<file path="src/rtl/bit_collector_sequential.sv">
// Serial bit collector: assembles WIDTH accepted bits into a frame,
// tracking write index and ones count, with a one-cycle done pulse.
module bit_collector_sequential #(
  parameter int WIDTH = 10
) (
  input  logic                           clk,
  input  logic                           rst,
  input  logic                           start,
  input  logic                           bit_in,
  input  logic                           bit_valid,
  output logic [WIDTH-1:0]               output_vector,
  output logic [$clog2(WIDTH)-1:0]       current_index,
  output logic [$clog2(WIDTH+1)-1:0]     ones_count,
  output logic                           busy,
  output logic                           done
);

  localparam int IDX_W = $clog2(WIDTH);
  localparam int CNT_W = $clog2(WIDTH+1);
  localparam logic [IDX_W-1:0] LAST = IDX_W'(WIDTH-1);

  typedef enum logic [1:0] {
    IDLE    = 2'd0,
    COLLECT = 2'd1,
    DONE    = 2'd2
  } state_t;

  state_t           state, state_n;
  logic [WIDTH-1:0] vec, vec_n;
  logic [IDX_W-1:0] idx, idx_n;
  logic [CNT_W-1:0] cnt, cnt_n;

  always_ff @(posedge clk) begin
    if (rst) begin
      state <= IDLE;
      vec   <= '0;
      idx   <= '0;
      cnt   <= '0;
    end else begin
      state <= state_n;
      vec   <= vec_n;
      idx   <= idx_n;
      cnt   <= cnt_n;
    end
  end

  always_comb begin
    state_n = state;
    vec_n   = vec;
    idx_n   = idx;
    cnt_n   = cnt;
    unique case (state)
      IDLE: begin
        if (start) begin
          state_n = COLLECT;
          vec_n   = '0;
          idx_n   = '0;
          cnt_n   = '0;
        end
      end
      COLLECT: begin
        // a restart drops any bit offered in the same cycle
        if (start) begin
          vec_n = '0;
          idx_n = '0;
          cnt_n = '0;
        end else if (bit_valid) begin
          vec_n[idx] = bit_in;
          cnt_n      = cnt + CNT_W'(bit_in);
          if (idx == LAST) begin
            idx_n   = '0;
            state_n = DONE;
          end else begin
            idx_n = idx + 1'b1;
          end
        end
      end
      DONE: begin
        if (start) begin
          state_n = COLLECT;
          vec_n   = '0;
          idx_n   = '0;
          cnt_n   = '0;
        end else begin
          state_n = IDLE;
        end
      end
      default: state_n = IDLE;
    endcase
  end

  assign output_vector = vec;
  assign current_index = idx;
  assign ones_count    = cnt;
  assign busy          = (state == COLLECT);
  assign done          = (state == DONE);

endmodule

</file>
<file path="config.mk">
export PLATFORM = sky130hd
export DESIGN_NAME = bit_collector_sequential
export DESIGN_NICKNAME = d
export VERILOG_FILES = /design/src/rtl/bit_collector_sequential.sv
export SDC_FILE = /design/constraint.sdc
export NUM_CORES = 1
export LEC_CHECK = 0
export CAP_MARGIN = 0
export CORE_MARGIN = 3
export CORE_UTILIZATION = 50
export CTS_BUF_LIST = sky130_fd_sc_hd__clkbuf_16
export CTS_CLUSTER_SIZE = 40
export DETAILED_ROUTE_END_ITERATION = 8
export GPL_ROUTABILITY_DRIVEN = 0
export PLACE_DENSITY = 0.91
export SYNTH_ARGS = -nofsm -noshare
export SYNTH_HDL_FRONTEND = slang
export SYNTH_SLANG_ARGS = --single-unit
</file>
<file path="constraint.sdc">
create_clock -name clk -period 1.91 [get_ports clk]
set_clock_uncertainty 0.05 [all_clocks]
set_input_delay 0.2865 -clock clk [delete_from_list [all_inputs] [get_ports clk]]
set_output_delay 0.2865 -clock clk [all_outputs]
set_load 0.05 [all_outputs]
</file>
**After elaboration in Yosys (flattened, before gate mapping)**

Cells that the tools add are included.

- Flip-flop bits (word level): 20
- Word-level logic and storage cells: 44

- Add/subtract/negate cells: 2
- Magnitude comparators: 2
- Equality and inequality tests: 9
- Multiplexer cells: 21
- Reduce and logical (&&, ||, !) cells: 6

Operator list:

| cell | count |
|---|---|
| 10-bit two-way mux | 3 |
| 4-bit two-way mux | 6 |
| 10-bit one-hot mux with 2 select lines | 1 |
| 4-bit one-hot mux with 2 select lines | 2 |
| 10-bit bitwise mux | 1 |
| 2-bit two-way mux | 4 |
| 2-bit inequality test (second input constant) | 3 |
| 2-bit one-hot mux with 3 select lines | 1 |
| 4-bit by 5-bit less-than comparator with 1-bit output (second input constant) | 1 |
| 4-bit by 1-bit adder with 4-bit output | 1 |
| 4-bit by 1-bit adder with 4-bit output (second input constant) | 1 |
| 1-bit demux with 4-bit select | 1 |
| 4-bit equality test (second input constant) | 1 |
| 4-bit by 1-bit >= comparator with 1-bit output (second input constant) | 1 |
| 2-bit by 1-bit inequality test with 1-bit output (second input constant) | 2 |
| 4-bit AND reduction | 1 |
| 3-bit inequality test (second input constant) | 1 |
| 3-bit AND reduction | 1 |
| 2-bit by 1-bit equality test with 1-bit output (second input constant) | 1 |
| 2-bit equality test (second input constant) | 1 |
| 2-bit logical NOT | 1 |
| 1-bit two-way mux | 2 |
| 2-bit nonzero test | 1 |
| 2-bit OR reduction | 1 |
| 1-bit logical AND | 1 |

**Depth between registers and ports, before layout**

Gate-level depths: netlist (run 1).

- Word-level depth: 8
- Mapped depth: 6
- Gate-level depth less buffers: 5

**Worst setup path before layout (run 1)**

Ideal clock, no wire load.

- Kind: reg2reg
- Start point: register cnt[0], in the netlist ones_count[0]
- End point: register cnt[2], in the netlist ones_count[2]
- Arrival: 1.813 ns
- Required time: 1.765 ns
- Setup slack: -0.049 ns
- Cell stages (with the launch flop): 6
- Path through: dfxtp_1 > ha_1 > ha_1 > clkinv_1 > or4_1 > a221oi_1

- Word-level cells in the longest chain between the ends: 4

RTL lines:

| item | line | source |
|---|---|---|
| start: declaration | 31 | `logic [CNT_W-1:0] cnt, cnt_n;` |
| start signal: assignment | 43 | `cnt <= cnt_n;` |
| 4-bit by 1-bit adder with 4-bit output | 69 | `cnt_n = cnt + CNT_W'(bit_in);` |
| 4-bit two-way mux | 67 | `end else if (bit_valid) begin` |
| 4-bit two-way mux | 63 | `if (start) begin` |
| 4-bit one-hot mux with 2 select lines | 52 | `unique case (state)` |

No other way between the ends. The select of a mux whose other input is x is not followed.
A chain may end at the register's enable or synchronous reset.

**Final worst setup path (run 1)**

- Start point: input bit_in
- End point: register cnt[2], in the netlist ones_count[2]

- Word-level cells in the longest chain between the ends: 4

RTL lines:

| item | line | source |
|---|---|---|
| start: declaration | 9 | `input logic bit_in,` |
| 4-bit by 1-bit adder with 4-bit output | 69 |  |
| 4-bit two-way mux | 67 |  |
| 4-bit two-way mux | 63 |  |
| 4-bit one-hot mux with 2 select lines | 52 |  |

No other way between the ends. The select of a mux whose other input is x is not followed.

==> results.sh, run 1 <==
export IMPL_routed_via_count=1168
export IMPL_clk_path_buf_depth=2
export IMPL_register_area_um2=401.6
export IMPL_cp_arrival_ps=1960
export IMPL_fin_hold_ws_ps=422.8
export IMPL_grt_max_degree=22
export IMPL_synth_ff_latch_count=20
export IMPL_path_class="input port to register"
export IMPL_core_um2=2102
export IMPL_critPathLaunch="bit_in"
export IMPL_clock_sinks=20
export IMPL_synth_edf_count=0
export IMPL_worstMarginPinSlew_ps=513.0
export IMPL_outcome="finished clean"
export IMPL_vias_per_cell=6.348
export IMPL_antenna_found_initial=0
export IMPL_critPathLaunchType="input port"
export IMPL_slew_headroom_pct=65.75
export IMPL_worstHoldPathType="register to register"
export IMPL_hold_buffers=0
export IMPL_cp_end_kind="register"
export IMPL_fillCellCount=157
export IMPL_fp_dieW_um=54.66
export IMPL_postLayoutCellArea_um2=1528
export IMPL_yosysWarnings=0
export IMPL_rows=16
export IMPL_drive_above_1_share_pct=15.29
export IMPL_ff2ff_setup_slack_ps=240
export IMPL_track_usage_pct=22.08
export IMPL_synth_cell_types=37
export IMPL_clk_latency_ps=250
export IMPL_finalNetCount=165
export IMPL_n_antenna_cell=0
export IMPL_synth_main_ff_cell="dfxtp_1"
export IMPL_fin_ws_ps=69.40
export IMPL_globalRouteOverflowTotal=0
export IMPL_dr_first_iter_drc_count=45
export IMPL_first_pass_iters=4
export IMPL_synthCells=135
export IMPL_fmax_mhz=543.3
export IMPL_async_flop_share_pct=0
export IMPL_start_util_pct=56.31
export IMPL_ant_nets=0
export IMPL_vdd_drop_max_uv=445.8
export IMPL_cts_tree="built"
export IMPL_syn_area_per_cell_um2=8.768
export IMPL_power_density_nw_per_um2=628.4
export IMPL_grt_pass1_wl_mm=4.843
export IMPL_final_common_cell="dfxtp_1"
export IMPL_h_tree_depth=1
export IMPL_seq_area_frac_synth_pct=33.83
export IMPL_wl_per_cell_um=16.27
export IMPL_min_path_cells=2
export IMPL_final_cell_mix="19 x dfxtp_1, 18 x clkdlybuf4s50_1, 13 x a211oi_1"
export IMPL_r2r_end="current_index[2]$_SDFFE_PP0P_"
export IMPL_drc_errors=0
export IMPL_synth_nets=142
export IMPL_post_cts_resize_count=0
export IMPL_cts_reportedPaths_clkPinSlew_ps=60
export IMPL_post_place_ws_ps=-195.3
export IMPL_clockRootBuffer="clkbuf_16"
export IMPL_regToRegStartpoint="current_index[1]$_SDFFE_PP0P_"
export IMPL_r2r_cells=3
export IMPL_io_pins=25
export IMPL_rsz0062_at_grt="false"
export IMPL_multiInputGateArea_um2=654.4
export IMPL_cp_required_ps=2030
export IMPL_post_cts_buffers=0
export IMPL_area_delta_synth_final_pct=29.07
export IMPL_crit_end="ones_count[2]$_SDFFE_PP0P_"
export IMPL_die_height_um=54.66
export IMPL_finalHoldViolCount=0
export IMPL_port_buffers=24
export IMPL_setup_viol=0
export IMPL_placed_area_um2=1439
export IMPL_cts_buffers=3
export IMPL_final_period_utilization_pct=96.37
export IMPL_slew_viol_final=0
export IMPL_yosys_area_top_type="dfxtp_1"
export IMPL_dp_hpwl_mm=2.009
export IMPL_grt_pass1_vias=1082
export IMPL_crit_fanout=2
export IMPL_max_cap_violations=0
export IMPL_dieArea_um2=2987
export IMPL_routed_wirelength_mm=2.993
export IMPL_syn_area_um2=1184
export IMPL_synthTopCellsByArea="dfxtp_1 34%, a211oi_1 8.2%, o32ai_1 7.4%"
export IMPL_period_needed_ps=1841
export IMPL_yosysTopAreaCellShare_pct=33.83
export IMPL_leakage_nw=0.5009
-- registers in the layout, summed over array words and instances (netlist names) --
register and count:
current_index 4, output_vector 10, state 2, ones_count 4
-- worst max-delay path, stage by stage --
cell and delay, ps:
clkdlybuf4s50_1 510, ha_2 190, ha_1 150, clkinv_1 70, or4_1 510, a221oi_2 240
-- power breakdown --
part	switching, mW	internal (mW)	total, mW	leakage, nW
Clock	0.153	0.279	0.432	0.0385
Combinational	0.0590	0.0410	0.100	0.300
Sequential	0.00759	0.420	0.428	0.162
Total	0.220	0.740	0.960	0.501
-- metal layers --
| metal | GRT usage [%] | wire length [µm] |
|---|---|---|
| met1 | 25.86 | 1259 |
| met2 | 40.55 | 1537 |
| met3 | 4.087 | 185 |
| met4 | 5.394 | 12 |
| met5 | 0 | 0 |
-- through the flow --
step,instances,TNS [ps],power [mW],util (%)
after CTS,184,0,0.9566,72.20
after floorplan,135,0,0.5027,-
final,184,0,0.9600,72.68
after global placement,180,-98.46,0.5306,68.45
after detailed placement,180,-355.6,0.5342,68.45
after global routing,184,0,0.9879,72.68
-- cell families after synthesis --
family / share of synthesized area, %
AO/OA/AOI/OAI: 27.06
XOR/XNOR: 0.7401
adder cells (fa/ha/maj): 2.114
buffers and inverters: 11.73
flip-flops: 33.83
AND/OR/NAND/NOR: 24.53
-- synth_stat cells, drive strengths merged, types with 4 or more instances --
| master | count |
|---|---|
| or4b | 4 |
| buf | 11 |
| or4 | 4 |
| nand4bb | 4 |
| inv | 12 |
| o32ai | 10 |
| o21ai | 7 |
| a211oi | 13 |
| a21oi | 5 |
| nand2 | 7 |
| dfxtp | 20 |
-- cell type report --
type / instances / share of cell area, %
multi-input cells: 88 / 42.83
flip-flops and latches: 20 / 26.29
clock buffers: 3 / 4.914
clock inverters: 1 / 0.2457
well taps: 27 / 2.211
inverters: 13 / 3.194
repair buffers: 32 / 20.31
-- how the worst min path moves through the flow --
stage	from	slack, ps	to
global route	output_vector[5]$_SDFFE_PP0P_	440	output_vector[5]$_SDFFE_PP0P_
detailed placement	output_vector[5]$_SDFFE_PP0P_	420	output_vector[5]$_SDFFE_PP0P_
floorplan	bit_valid	370	state[1]$_SDFFE_PP0P_
finish	output_vector[3]$_SDFFE_PP0P_	420	output_vector[3]$_SDFFE_PP0P_
global placement	output_vector[5]$_SDFFE_PP0P_	420	output_vector[5]$_SDFFE_PP0P_
CTS	output_vector[3]$_SDFFE_PP0P_	430	output_vector[3]$_SDFFE_PP0P_
(Power assumes the default switching activity.)
==> inputs of run 2 (changes only) <==
--- a/config.mk
+++ b/config.mk
@@ -13,6 +13,7 @@
 export DETAILED_ROUTE_END_ITERATION = 8
 export GPL_ROUTABILITY_DRIVEN = 0
 export PLACE_DENSITY = 0.91
+export SKIP_CTS_REPAIR_TIMING = 1
 export SYNTH_ARGS = -nofsm -noshare
 export SYNTH_HDL_FRONTEND = slang
 export SYNTH_SLANG_ARGS = --single-unit
==> results of run 2 <==
The final DEF is identical to that of run 1; final timing and power are the same.
==> inputs of run 3 (changes only) <==
--- a/config.mk
+++ b/config.mk
@@ -13,7 +13,9 @@
 export DETAILED_ROUTE_END_ITERATION = 8
 export GPL_ROUTABILITY_DRIVEN = 0
 export PLACE_DENSITY = 0.91
+export REMOVE_ABC_BUFFERS = 1
 export SKIP_CTS_REPAIR_TIMING = 1
+export SKIP_LAST_GASP = 1
 export SYNTH_ARGS = -nofsm -noshare
 export SYNTH_HDL_FRONTEND = slang
 export SYNTH_SLANG_ARGS = --single-unit
==> results.sh, run 3 (same netlist as run 1, synthesis figures left out) <==
export IMPL_path_class="input port to register"
export IMPL_track_usage_pct=24.25
export IMPL_die_height_um=54.66
export IMPL_routed_via_count=1182
export IMPL_period_needed_ps=1861
export IMPL_rsz0062_at_grt="false"
export IMPL_critPathLaunchType="input port"
export IMPL_ant_nets=0
export IMPL_routed_wirelength_mm=3.141
export IMPL_p_int_uw=737.2
export IMPL_fin_cells=183
export IMPL_p_sw_uw=218.1
export IMPL_grt_pass1_vias=1191
export IMPL_port_buffers=24
export IMPL_wl_per_cell_um=17.16
export IMPL_clk_path_buf_depth=2
export IMPL_io_pins=25
export IMPL_p_clk_share_pct=44.7
export IMPL_first_pass_iters=4
export IMPL_max_cap_violations=0
export IMPL_grt_max_degree=22
export IMPL_min_path_cells=2
export IMPL_cts_tree="built"
export IMPL_finalNetCount=165
export IMPL_grt_pass1_wl_mm=5.250
export IMPL_slew_viol_final=0
export IMPL_clockRootBuffer="clkbuf_16"
export IMPL_rows=16
export IMPL_fmax_mhz=537.5
export IMPL_drive_above_1_share_pct=14.10
export IMPL_cts_reportedPaths_clkPinSlew_ps=60
export IMPL_dpl_cell_count=180
export IMPL_core_um2=2102
export IMPL_clock_sinks=20
export IMPL_final_common_cell="dfxtp_1"
export IMPL_post_place_ws_ps=-225.0
export IMPL_final_cell_mix="20 x dfxtp_1, 18 x clkdlybuf4s50_1, 13 x a211oi_1"
export IMPL_fin_setup_tns_ps=0
export IMPL_final_period_utilization_pct=97.41
export IMPL_power_density_nw_per_um2=627.4
export IMPL_combPwrFrac_pct=10.5
export IMPL_fin_ws_ps=49.41
export IMPL_vias_per_cell=6.459
export IMPL_finalHoldViolCount=0
export IMPL_worstMarginPinSlew_ps=540.6
export IMPL_start_util_pct=56.31
export IMPL_cts_buffers=3
export IMPL_r2r_cells=3
export IMPL_fin_hold_ws_ps=428.2
export IMPL_setup_viol=0
export IMPL_power_frac_seq_pct=44.8
export IMPL_worstHoldPathType="register to register"
export IMPL_placed_area_um2=1438
export IMPL_area_delta_synth_final_pct=28.65
export IMPL_postLayoutCellArea_um2=1523
export IMPL_cp_end_kind="register"
export IMPL_crit_fanout=2
export IMPL_h_tree_depth=1
export IMPL_fillCellCount=164
export IMPL_vdd_drop_max_uv=598.0
export IMPL_antenna_found_initial=0
export IMPL_largest_reg_flops=10
export IMPL_n_antenna_cell=0
export IMPL_fin_util_pct=72.44
export IMPL_slew_headroom_pct=63.91
export IMPL_fp_dieW_um=54.66
export IMPL_power_share_switching_pct=22.83
export IMPL_outcome="finished clean"
export IMPL_drc_errors=0
export IMPL_globalRouteOverflowTotal=0
export IMPL_leakage_nw=0.5031
export IMPL_clk_latency_ps=250
export IMPL_dr_first_iter_drc_count=27
export IMPL_cp_required_ps=2020
export IMPL_dp_hpwl_mm=2.133
export IMPL_total_power_uw=955.3
export IMPL_dieArea_um2=2987
export IMPL_cp_arrival_ps=1970
==> run 3: changes by cell type in the layout (fill, tap and decap cells not counted), sizes merged <==
| cell | delta |
|---|---|
| clkinv | -1 |
==> run 3: worst max-delay path, cell delays in order <==
cell,delay [ps]
clkdlybuf4s50_1,490
ha_1,190
ha_1,150
clkinv_1,90
or4_4,520
a221oi_2,250
==> run 3: final timing paths <==
kind	end	slack [ps]	startpoint
setup / recovery	ones_count[2]$_SDFFE_PP0P_	50	bit_in
hold / removal	output_vector[7]$_SDFFE_PP0P_	430	output_vector[7]$_SDFFE_PP0P_
setup reg to reg	output_vector[2]$_SDFFE_PP0P_	190	current_index[1]$_SDFFE_PP0P_
hold reg to reg	output_vector[7]$_SDFFE_PP0P_	430	output_vector[7]$_SDFFE_PP0P_
==> run 3: cell type report <==
cell class | instances | area (µm²) | area share [%]
Clock buffer | 3 | 75.07 | 4.930
Inverter | 13 | 48.80 | 3.205
Multi-Input combinational cell | 88 | 654.4 | 42.97
Sequential cell | 20 | 400.4 | 26.29
Tap cell | 27 | 33.78 | 2.219
Timing Repair Buffer | 32 | 310.3 | 20.38
==> run 3: layer usage <==
| metal | global-route usage, % | share of wire (%) |
|---|---|---|
| met5 | 0 | 0 |
| met4 | 11.62 | 2.4 |
| met3 | 7.084 | 5.7 |
| met2 | 38.98 | 49 |
| met1 | 29.23 | 43 |
==> run 3: power by group through the flow <==
stage	clock, mW	combinational [mW]	sequential [mW]
6_report	0.427	0.100	0.428
5_1_grt	0.456	0.108	0.429
4_1_cts	0.430	0.0987	0.428
3_5_place_dp	0	0.0971	0.437
3_3_place_gp	0	0.0944	0.436
2_1_floorplan	0	0.0443	0.441
==> RTL edit 1 (config.mk and constraints of run 1) <==
Reset style: asynchronous (`rst`), changed in one clocked block.
--- a/src/rtl/bit_collector_sequential.sv
+++ b/src/rtl/bit_collector_sequential.sv
@@ -30,7 +30,7 @@
   logic [IDX_W-1:0] idx, idx_n;
   logic [CNT_W-1:0] cnt, cnt_n;
 
-  always_ff @(posedge clk) begin
+  always_ff @(posedge clk or posedge rst) begin
     if (rst) begin
       state <= IDLE;
       vec   <= '0;
Formal check against the unedited RTL: differs if rst is asserted again (counterexample within 4 cycles, from zero or initial values and one cycle with rst high); with rst held inactive, the same outputs for 10 cycles.
==> RTL edit 1 against run 1 <==
Sequential cell count unchanged; hold slack worse by 0.11 ns; power grew 9.0%; setup slack better by 0.033 ns; cell area down 11%; sequential share of layout area up 10 points; largest cell class is now sequential cells; first-iteration DRC count is 60% lower; area after synthesis down 13%; wire length shrank 19%; largest power group is now registers; critical endpoint is now ones_count[1].
==> RTL edit 1: results <==
export IMPL_outcome="complete, no violations"
export IMPL_post_place_cells=153
export IMPL_nonClkBufAreaFrac_pct=18.5
export IMPL_via_count=908
export IMPL_grt_max_degree=21
export IMPL_synth_main_ff_cell="dfrtp_1"
export IMPL_grt_usage_pct=21.2
export IMPL_seqCellArea_um2=500
export IMPL_syn_nets=115
export IMPL_multi_input_gates=79
export IMPL_drive_above_1_share_pct=12.1
export IMPL_cpPeakStageDelay_ns=0.82
export IMPL_clock_area_share_pct=5.79
export IMPL_cp_arrival_ns=1.47
export IMPL_synth_seq_area_share_pct=48.4
export IMPL_totalWireLength_um=2430
export IMPL_grt_pass1_wl_um=4190
export IMPL_placed_area_um2=1280
export IMPL_grt_pass1_vias=855
export IMPL_crit_end="ones_count[1]"
export IMPL_first_iter_violations=18
export IMPL_r2r_end="output_vector[4]"
export IMPL_n_fill_cell=139
export IMPL_p_leak_nw=0.591
export IMPL_r2r_cells=4
export IMPL_rrSetupSlack_ns=0.35
export IMPL_hpwlAfterDp_um=1730
export IMPL_hp_class="input port to async pin"
export IMPL_synth_area_leaders="dfrtp_1, o21ai_0, a21oi_1"
export IMPL_synth_distinct_cells=32
export IMPL_inverters=3
export IMPL_synth_async_sr_flop_share_pct=100
export IMPL_synth_common_cells="dfrtp_1, o21ai_0, a21oi_1"
## RTL edit 1: cell count changes after synthesis, moves of 5 or more
cell / delta
dfxtp_1: -20
o21ai_0: +15
inv_1: -9
o32ai_1: -10
a211oi_1: -13
a21oi_1: +5
dfrtp_1: +20
## RTL edit 1: through the flow
| step | utilization (%) | setup slack (ns) |
|---|---|---|
| 3_5_place_dp | 69.8 | 0.0720 |
| 6_report | 74.1 | 0.102 |
| 3_3_place_gp | 69.8 | 0.130 |
| 4_1_cts | 74.1 | 0.105 |
| 2_1_floorplan | - | 0.258 |
| 5_1_grt | 74.1 | 0.0724 |
## RTL edit 1: logic make-up (layout without fill, tap and decap cells)
group | Yosys count | in the layout | share of synthesized area (%)
AOI/OAI and AO/OA | 42 | 42 | 25.4
xor gates and xnor gates | 3 | 3 | 2.54
adders and majority gates | 2 | 2 | 2.42
buffers and inverters | 9 | 33 | 4.47
DFF | 20 | 20 | 48.4
muxes | 1 | 1 | 1.09
and+or+nand+nor | 31 | 31 | 15.7
## RTL edit 1: power groups by stage
| stage | clock, mW | combinational (mW) | sequential [mW] |
|---|---|---|---|
| after floorplan | 0 | 0.0753 | 0.495 |
| after global placement | 0 | 0.157 | 0.463 |
| after detailed placement | 0 | 0.160 | 0.463 |
| after CTS | 0.430 | 0.162 | 0.456 |
| after global routing | 0.455 | 0.175 | 0.459 |
| final | 0.428 | 0.161 | 0.457 |
## RTL edit 1: layer usage
layer / part of all wire (%) / vias to the layer above / global-route usage, %
met5: 0 / - / 0
met4: 1.6 / 0 / 7.86
met3: 5.5 / 5 / 4.01
met2: 49 / 37 / 33.9
met1: 43 / 431 / 28.5
li1: - / 435 / -
==> RTL edit 2 (flow settings as in run 1) <==
Made on the original files. Change the parameter `WIDTH` from 10 to 8.
--- a/src/rtl/bit_collector_sequential.sv
+++ b/src/rtl/bit_collector_sequential.sv
@@ -1,7 +1,7 @@
 // Serial bit collector: assembles WIDTH accepted bits into a frame,
 // tracking write index and ones count, with a one-cycle done pulse.
 module bit_collector_sequential #(
-  parameter int WIDTH = 10
+  parameter int WIDTH = 8
 ) (
   input  logic                           clk,
   input  logic                           rst,
Ports: changed (resized current_index and output_vector); port bits go from 25 to 22. The function was not compared with the original's and may differ.
==> RTL edit 2 against run 1 <==
Sequential cell count down 3; first-iteration DRC count shrank 51%; power down 9.2%; global-route usage fell by 0.087 points; wire length decreased by 20%; sequential power decreased by 14%; cell area fell by 18%; combinational power down 11%; area after synthesis decreased by 19%; hold slack lost 0.0024 ns; setup slack gained 0.053 ns.
==> RTL edit 2: results <==
export IMPL_synth_main_ff_cell="dfxtp_1"
export IMPL_core_area_um2=1760
export IMPL_synth_area_leaders="dfxtp_1, o32ai_1, ha_1"
export IMPL_clk_path_buf_depth=2
export IMPL_synth_distinct_cells=35
export IMPL_io_buffer_count=21
export IMPL_largest_register_ffs=8
export IMPL_wl_met1_um=1010
export IMPL_nets=139
export IMPL_grt_max_degree=18
export IMPL_syn_nets=117
export IMPL_met2_usage_pct=36.1
export IMPL_cp_max_fo=4
export IMPL_wl_met2_um=1190
export IMPL_clock_latency_ns=0.25
export IMPL_grt_pass1_wl_um=4210
export IMPL_ir_worst_vdd_mv=0.473
export IMPL_n_fill_cell=136
export IMPL_routed_top_layer="met4"
export IMPL_syn_inst=108
export IMPL_route_met3_wl_um=171
export IMPL_drive_above_1_share_pct=16.3
export IMPL_relSlewSlack_pct=65.8
export IMPL_antennaDiodeCount=0
export IMPL_root_buffer="clkbuf_16"
export IMPL_cpPeakStageDelay_ns=0.83
export IMPL_grt_usage_pct=22.0
export IMPL_outcome="complete, no violations"
export IMPL_p_leak_nw=0.442
export IMPL_first_iter_violations=22
export IMPL_globalRouteMet3Util_pct=3.93
export IMPL_synth_common_cells="dfxtp_1, a21oi_1, nand2b_1"
export IMPL_stdcell_count=154
export IMPL_hpwlAfterDp_um=1670
export IMPL_post_cts_buffers=0
export IMPL_grt_pass1_vias=943
export IMPL_cp_top_family="buffers and inverters"
export IMPL_synth_seq_area_share_pct=35.6
export IMPL_hp_class="flip-flop to flip-flop"
export IMPL_globalRouteMet1Util_pct=27.9
export IMPL_cp_slowest_cell="clkdlybuf4s50_1"
export IMPL_via_count=957
export IMPL_wire_per_inst_um=15.6
export IMPL_cp_arrival_ns=1.45
export IMPL_cts_max_level=1
[RTL edit 2: changes by cell type after synthesis, moves of 5 or more]
| cell | before | now |
|---|---|---|
| a21oi_1 | 4 | 9 |
| inv_1 | 12 | 2 |
| a211oi_1 | 13 | 6 |
| o21ai_1 | 5 | 0 |
[RTL edit 2: layout make-up]
type | count | area [um2] | area share, %
repair buffers | 27 | 243 | 19.4
inverters | 2 | 7.51 | 0.599
multi-input cells | 79 | 552 | 44.0
clock buffers | 3 | 75.1 | 5.99
clock inverters | 1 | 5.00 | 0.399
flip-flops and latches | 17 | 340 | 27.1
well taps | 25 | 31.3 | 2.50
[RTL edit 2: cells by family after synthesis]
logic type      share of synthesized area (%)
mux                                      2.36
compound gates                           20.7
flops                                    35.6
simple gates                             29.5
fa+ha+maj                                5.24
buf+inv                                  6.55
[RTL edit 2: stage by stage]
| stage | setup TNS [ns] | hold slack (ns) | setup slack [ns] | area [um2] |
|---|---|---|---|---|
| after floorplan | 0 | 0.313 | 0.101 | 955 |
| after global placement | 0 | 0.410 | 0.0547 | 1170 |
| after detailed placement | -0.00549 | 0.417 | -0.00549 | 1170 |
| after CTS | 0 | 0.424 | 0.123 | 1250 |
| after global routing | 0 | 0.436 | 0.0872 | 1250 |
| final | 0 | 0.420 | 0.123 | 1250 |
[RTL edit 2: power breakdown]
part | switching, mW | internal [mW]
clock | 0.136 | 0.280
combinational | 0.0505 | 0.0390
sequential | 0.00746 | 0.359
[RTL edit 2: path summary, 6_finish.rpt]
path	startpoint	endpoint	slack (ns)	cells after the start
max	ones_count[1]	ones_count[1]	0.12	1
max reg2reg	current_index[0]	output_vector[7]	0.29	3
min	ones_count[3]	ones_count[3]	0.42	2
min reg2reg	ones_count[3]	ones_count[3]	0.42	2
